<file path="src/rtl/pc_branch_sequencer.sv">
// ---------------------------------------------------------------------------
// pc_branch_sequencer
//
// Owns the program counter and resolves conditional branches. When a branch
// is decoded, the sign-extended immediate C (IR[OFF_BITS-1:0]) is captured.
// One cycle is spent letting the CON flip-flop settle. On the next cycle CON
// is sampled and PC either advances by the offset or is left unchanged.
//
// Ports:
//   clock     in   system clock, all state updates on the rising edge
//   reset_n   in   synchronous active-low reset
//   ir_in     in   instruction register contents (immediate field in low bits)
//   inc_req   in   fetch strobe, PC <= PC + 1 (only honoured while idle)
//   pc_load   in   unconditional load PC <= bus_in, aborts any branch
//   bus_in    in   value loaded by pc_load
//   br_start  in   one-cycle pulse: branch decoded (only accepted while idle)
//   con_in    in   CON flip-flop output, sampled in the EVAL cycle
//   pc_out    out  registered program counter
//   busy      out  branch resolution in progress (registered state decode)
//   br_done   out  one-cycle pulse: branch resolved
//   br_taken  out  outcome of the last resolved branch, held until next one
// ---------------------------------------------------------------------------
module pc_branch_sequencer #(
    parameter int unsigned      WIDTH    = 32,
    parameter logic [WIDTH-1:0] RESET_PC = {WIDTH{1'b0}},
    parameter int unsigned      OFF_BITS = 19
) (
    input  logic             clock,
    input  logic             reset_n,
    input  logic [WIDTH-1:0] ir_in,
    input  logic             inc_req,
    input  logic             pc_load,
    input  logic [WIDTH-1:0] bus_in,
    input  logic             br_start,
    input  logic             con_in,
    output logic [WIDTH-1:0] pc_out,
    output logic             busy,
    output logic             br_done,
    output logic             br_taken
);

    typedef enum logic [1:0] {
        S_IDLE     = 2'd0,
        S_WAIT_CON = 2'd1,
        S_EVAL     = 2'd2
    } state_t;

    state_t                   r_state;
    state_t                   w_state_nxt;

    logic        [WIDTH-1:0]  r_pc;
    logic signed [WIDTH-1:0]  r_off;
    logic                     r_br_done;
    logic                     r_br_taken;

    logic signed [WIDTH-1:0]  w_off_sext;
    logic                     w_unused_ir_hi;
    logic                     w_busy;
    logic                     w_idle;
    logic                     w_eval;
    logic                     w_eval_fire;
    logic                     w_inc_fire;
    logic                     w_capture;

    // Immediate field sign-extended from its top bit; the upper IR bits
    // belong to other instruction fields and are not used here.
    assign w_off_sext     = signed'({{(WIDTH-OFF_BITS){ir_in[OFF_BITS-1]}},
                                     ir_in[OFF_BITS-1:0]});
    assign w_unused_ir_hi = ^ir_in[WIDTH-1:OFF_BITS];

    // -----------------------------------------------------------------------
    // FSM: state register
    // -----------------------------------------------------------------------
    always_ff @(posedge clock) begin
        if (!reset_n) begin
            r_state <= S_IDLE;
        end else begin
            r_state <= w_state_nxt;
        end
    end

    // -----------------------------------------------------------------------
    // FSM: next-state logic. pc_load wins over everything except reset and
    // drops any in-flight branch back to IDLE.
    // -----------------------------------------------------------------------
    always_comb begin
        w_state_nxt = r_state;
        if (pc_load) begin
            w_state_nxt = S_IDLE;
        end else begin
            case (r_state)
                S_IDLE:     if (br_start) w_state_nxt = S_WAIT_CON;
                S_WAIT_CON: w_state_nxt = S_EVAL;
                S_EVAL:     w_state_nxt = S_IDLE;
                default:    w_state_nxt = S_IDLE;
            endcase
        end
    end

    // -----------------------------------------------------------------------
    // FSM: output decode. The *_fire strobes fold in the priority order so
    // the datapath below only has to look at one qualifier each.
    // -----------------------------------------------------------------------
    always_comb begin
        w_busy = 1'b0;
        w_idle = 1'b0;
        w_eval = 1'b0;
        case (r_state)
            S_IDLE:     w_idle = 1'b1;
            S_WAIT_CON: w_busy = 1'b1;
            S_EVAL: begin
                w_busy = 1'b1;
                w_eval = 1'b1;
            end
            default:    w_idle = 1'b1;
        endcase
        w_eval_fire = w_eval & ~pc_load;
        w_inc_fire  = w_idle & inc_req  & ~pc_load;
        w_capture   = w_idle & br_start & ~pc_load;
    end

    // -----------------------------------------------------------------------
    // PC / offset / result registers
    // -----------------------------------------------------------------------
    always_ff @(posedge clock) begin
        if (!reset_n) begin
            r_pc       <= RESET_PC;
            r_off      <= '0;
            r_br_done  <= 1'b0;
            r_br_taken <= 1'b0;
        end else begin
            // Only EVAL raises br_done and EVAL always returns to IDLE, so
            // the pulse can never last more than one cycle.
            r_br_done <= w_eval_fire;

            if (pc_load) begin
                r_pc <= bus_in;
            end else if (w_eval_fire) begin
                if (con_in) begin
                    r_pc <= r_pc + $unsigned(r_off);
                end
            end else if (w_inc_fire) begin
                r_pc <= r_pc + {{(WIDTH-1){1'b0}}, 1'b1};
            end

            if (w_eval_fire) begin
                r_br_taken <= con_in;
            end

            // Capture happens alongside a same-cycle increment; the offset
            // is then applied to the incremented PC in EVAL.
            if (w_capture) begin
                r_off <= w_off_sext;
            end
        end
    end

    assign pc_out   = r_pc;
    assign busy     = w_busy;
    assign br_done  = r_br_done;
    assign br_taken = r_br_taken;

endmodule

</file>
<file path="config.mk">
export PLATFORM = sky130hd
export DESIGN_NAME = pc_branch_sequencer
export DESIGN_NICKNAME = d
export VERILOG_FILES = /design/src/rtl/pc_branch_sequencer.sv
export SDC_FILE = /design/constraint.sdc
export NUM_CORES = 1
export LEC_CHECK = 0
export ABC_AREA = 1
export BUFFER_PORTS_ARGS = -buffer_cell sky130_fd_sc_hd__buf_2
export CAP_MARGIN = 20
export CORE_ASPECT_RATIO = 1.1
export CORE_MARGIN = 2
export CORE_UTILIZATION = 30
export CTS_CLUSTER_DIAMETER = 30
export DETAILED_ROUTE_END_ITERATION = 16
export SYNTH_ARGS = -nofsm -noshare
export SYNTH_HDL_FRONTEND = slang
export SYNTH_SLANG_ARGS = --single-unit
</file>
<file path="constraint.sdc">
create_clock -name clock -period 3.74 [get_ports clock]
set_input_delay 0 -clock clock [delete_from_list [all_inputs] [get_ports clock]]
set_output_delay 0 -clock clock [all_outputs]
set_load 0.02 [all_outputs]
</file>
Word level (Yosys, flattened, before mapping)
Cells that the tools add are included.
Widths: inputs -> output; s select.
{"block": "totals", "regBits": 55, "latchBits": 0, "ramBits": 0, "romBits": 0, "inputBits": 70, "elab_cells": 32, "mem_count": 0}
{"block": "op_classes", "addsub": 2, "mul": 0, "div_mod_pow": 0, "magnitude_cmp": 0, "n_eq_ne": 4, "shift": 0, "mux": 9, "bitwise_logic": 7, "reduce_logical": 5}
{"cell": "$mux 32", "n": 4}
{"cell": "$add 32x1->32 const B", "n": 1}
{"cell": "$add 32x32->32", "n": 1}
{"cell": "$and 1x1->1", "n": 5}
{"cell": "$pmux 2 s2", "n": 1}
{"cell": "$reduce_or 2->1", "n": 2}
{"cell": "$mux 1", "n": 3}
{"cell": "$ne 3x3->1 const B", "n": 1}
{"cell": "$reduce_bool 3->1", "n": 1}
{"cell": "$eq 2x1->1 const B", "n": 1}
{"cell": "$eq 2x2->1 const B", "n": 1}
{"cell": "$logic_not 2->1", "n": 1}
{"cell": "$mux 2", "n": 1}
{"cell": "$ne 2x2->1 const B", "n": 1}
{"cell": "$not 1->1", "n": 2}
{"cell": "$reduce_and 2->1", "n": 1}

Logic depth before layout (Yosys ltp)
{"block": "depth", "depth_word": 8, "ltp_mapped": 22, "depth_no_buf": 20}

Least setup slack after synthesis
No wires, ideal clock.
{"block": "synth_timing", "path_kind": "register to register", "start": "reg r_state[0]", "end": "reg r_pc[26], in the netlist pc_out[26]", "arrival_ps": 2694, "required_ps": 3608, "path_slack_ps": 914, "path_stages_with_launch": 23, "n_path_buf": 2, "period_less_slack_ps": 2826, "path_cell_list": "dfxtp_1 > inv_1 > ha_1 > buf_4 > nand2_1 > clkbuf_1 > or2_2 > ha_1 > fa_1 > nand3_1 > nand2_1 > nand2_1 > nand2_1 > nand2_1 > nand2_1 > nand2_1 > nand2_1 > nand2_1 > nand2_1 > nand2_1 > nand3_1 > nand2_1 > a21oi_1"}
{"block": "synth_between", "elab_chain_len": 7, "word_cells_on_any_way": 13}
{"item": "from (decl)", "line": "48", "source": "state_t r_state;"}
{"item": "from (signal assigned)", "line": "78", "source": "r_state <= w_state_nxt;"}
{"item": "$eq 2x2->1 or $eq 2x1->1 (tied branches)", "line": "108", "source": "case (r_state)"}
{"item": "$reduce_or 2->1 (no source line)"}
{"item": "$mux 1", "line": "108"}
{"item": "$and 1x1->1 (2 in a row)", "line": "118", "source": "w_inc_fire = w_idle & inc_req & ~pc_load;"}
{"item": "$reduce_bool 3->1 (no source line)"}
{"item": "$reduce_and 2->1 (no source line)"}
{"item": "to (signal assigned)", "line": "137", "source": "r_pc <= bus_in;"}
{"item": "to (signal assigned)", "line": "140", "source": "r_pc <= r_pc + $unsigned(r_off);"}
{"item": "to (signal assigned)", "line": "143", "source": "r_pc <= r_pc + {{(WIDTH-1){1'b0}}, 1'b1};"}
{"item": "to (decl)", "line": "51", "source": "logic [WIDTH-1:0] r_pc;"}
Several ways; a longest one is shown, not always the timed one.
A chain may end at the register's enable or synchronous reset.

Worst setup path in the final report
Same ends and word-level chain as after synthesis.

==> results by group <==
Logic synthesis
  – Most common cell in the netlist: nand2_1
  – Largest family of logic cells by synthesized area: simple AND/OR/NAND/NOR gates
  – Cell count after synthesis: 744
  – Synth Area in Adders: 6.51%
  – Ranking of synthesized cells by area: dfxtp_1 (24%), nand2_1 (16%), a21oi_1 (9.1%), nor2_1 (8.4%), inv_1 (7.3%)
  – Synth top area share: 24.3%
  – Multiplexer share of the synthesized area: 0%
  – EDFF count, synth: 0
  – Mapped Avg Cell Area: 6.09 um^2
  – Ys async rst share: 0%
  – Compound-cell area share of the yosys netlist: 18.6%
  – Xor/xnor share of the synthesized area: 3.67%
  – Commonest cells post-synth: nand2_1 (188), nor2_1 (101), inv_1 (88)
  – Syn Nets: 837
  – Register bit total from synthesis: 55
  – Synthesis Warnings: 0
  – Synth area leader: dfxtp_1
  – Mapped cell area: 4530 um^2
  – Post-synth top flop: dfxtp_1
  – Simple-Gate Fraction of Synth Area: 35.5%
  – Seq/Total Area, Yosys: 24.3%
  – Yosys cell types: 40

Worst setup path
  – CP cell instances: inv_1 -> ha_1 -> nand2_1 -> or2_2 -> ha_1 -> fa_1 -> nand3_1 -> nand2_1 -> nand2_1 -> nand2_1 -> nand2_1 -> nand2_1 -> nand2_1 -> nand2_1 -> nand2_1 -> nand2_1 -> nand2_1 -> nand3_1 -> nand2_1 -> a21oi_1
  – Highest-delay cell along the critical path: fa_1
  – Crit path capture type: register
  – Arr. time, crit path: 3.10 ns
  – Worst Path Required: 3.91 ns
  – WS Path Type: reg -> reg
  – Largest stage delay, worst path: 0.42 ns
  – Crit path launch type: register
  – Cell mode on critical path: nand2_1
  – CP Max Fanout: 4

Status
  – Status: complete, no violations

Detailed routing
  – Via-per-instance ratio: 4.72
  – Routed WL: 13700 um
  – Post-route ant nets: 0
  – DR DRC count: 0
  – Detailed Routing Iterations Pass 1: 7
  – Drt wl/cell: 13.1 um
  – Routed vias: 4930
  – DRT iter0 DRCs: 268

Timing
  – Maximum clock rate: 0.340 GHz
  – Hold Vio Cnt, Final: 0
  – Slew margin rel.: 45.2%
  – Final clock skew: 0.00793 ns
  – Setup TNS: 0 ns
  – Final slew viol count: 0
  – Final setup vio count: 0
  – Final worst-path cycle share: 78.5%
  – Final min period: 2.94 ns
  – Slew @ Worst Pin: 0.821 ns
  – RSZ-0062 raised after global routing: false

Power and ir drop
  – Power density over cell area: 293 nW/um^2
  – VDD IR-drop max: 0.000216 V
  – Leak: 2.81 nW
  – Sw Ratio: 35.5%
  – Clock share of power: 31.9%
  – Internal power component: 0.00105 W
  – Net switching power: 0.000581 W
  – Flop pwr share: 41.3%
  – Power share of the combinational group: 26.8%

GRT
  – Global routing's busiest layer: met2
  – Total GRT Usage: 17.4%
  – First-pass GRT wire length: 22700 um
  – Initial antenna violation count: 0
  – M2 GR Usage: 29.9%
  – Met3 usage: 3.45%
  – Largest net degree at the start of global routing: 55
  – Met1 Use GR: 22.3%
  – Vias in the first global route: 4723
  – Grt ovf: 0

Floorplan
  – Initial core utilization: 30.3%
  – Core area: 14900 um^2
  – Ports: 105
  – Die W: 121 um
  – Cell Rows: 47
  – Die area: 16100 um^2
  – Die H: 133 um

Placement
  – IO Port Bufs: 91
  – GP Congestion: 0.919
  – Post-DP HPWL: 10200 um
  – Placed insts: 1006

Clock network
  – Worst-Skew Late Latency: 0.31 ns
  – Clk slew on worst S/H paths: 0.08 ns
  – Clock root buffer: clkbuf_16
  – Max clock buf depth: 2
  – Sink Count: 55
  – CTS tree: built
  – CTS HTree Levels: 2
  – Cts bufs inserted: 5

Cells and area
  – Layout cells sized above 1: 16.4%
  – Number of fill cells: 1682
  – Reg area: 1100 um^2
  – Antenna Cells: 0
  – P&R area growth vs syn: 23.0%
  – Non-Filler Instances: 1045
  – Area of the multi-input gates: 2920 um^2
  – Post-layout net count: 941

Min path
  – Hold WC Path Type: in -> reg

Run
  – MaxCap Viol Count: 0
==> final timing paths <==
kind,start,endpoint,slack [ns],cells after the start
max,r_state[0],pc_out[26],0.80,20
min,bus_in[12],pc_out[12],0.009,3
max reg2reg,r_state[0],pc_out[26],0.80,20
min reg2reg,r_off[5],r_off[5],0.46,2
==> logic make-up (layout without fill, tap and decap cells) <==
group,after synthesis,after routing
fa+ha+maj,23,23
xor+xnor,19,19
simple gates,368,368
buf+inv,123,228
compound gates,156,156
flops,55,55
==> final cells by class <==
class / count / share of cell area (%)
flip-flops and latches: 55 / 19.8
repair buffers: 128 / 14.5
clock inverters: 3 / 0.494
well taps: 196 / 4.40
inverters: 92 / 6.24
clock buffers: 5 / 2.24
multi-input cells: 566 / 52.3
==> through the flow <==
step                utilization [%]  hold WS, ns  setup WS, ns  cell area [um^2]  total power [W]
finish                         37.3      0.00866         0.802              5570          0.00163
global route                   37.3       0.0290         0.484              5570          0.00173
CTS                            37.3      0.00400         0.793              5570          0.00164
detailed placement             34.2        0.234         0.812              5110          0.00110
global placement               34.2        0.229         0.832              5110          0.00110
floorplan                         -        0.135         0.914              4530         0.000974
==> flip-flops by register name (all words and copies together), names as in the netlist <==
name	count
r_off	19
pc_out	32
r_state	2
br_done	1
br_taken	1
==> cells in the final DEF (no fill, tap or decap), drive strengths merged, types with 8 or more instances in the layout <==
cell type    netlist  routed
ha                22      22
buf               15      97
nand3             36      36
dlygate4sd3        0      31
a41oi              8       8
nor2             112     112
dfxtp             55      55
nand4             18      18
xor2              17      17
nand2            197     197
inv               91      93
o21ai             55      55
a21oi             84      84
==> power groups by stage <==
stage	Combinational, W	Clock (W)	Sequential [W]
3_5_place_dp	0.000414	0	0.000688
4_1_cts	0.000440	0.000529	0.000674
3_3_place_gp	0.000412	0	0.000687
2_1_floorplan	0.000253	0	0.000720
5_1_grt	0.000493	0.000556	0.000682
6_report	0.000439	0.000521	0.000675
==> worst max-delay path: cells and delay by family, from the launching register on <==
| family | cells | cell delay [ns] |
|---|---|---|
| compound gates | 1 | 0.05 |
| fa+ha+maj | 3 | 0.81 |
| flops | 1 | 0.32 |
| simple gates | 15 | 1.47 |
| buf+inv | 1 | 0.12 |
==> per-layer routing <==
| metal | part of all wire [%] | vias to the layer above |
|---|---|---|
| met1 | 46 | 2174 |
| met4 | 1.4 | 0 |
| met3 | 5.1 | 15 |
| met5 | 0 | - |
| li1 | - | 2618 |
| met2 | 48 | 123 |
==> what timing repair did <==
| action | CTS | global route |
|---|---|---|
| hold buffers | 31 | 0 |
| hold endpoints to repair | 31 | 0 |
| buffers inserted | 0 | 0 |
| gates resized for setup | 0 | 0 |
(Power assumes the default switching activity.)
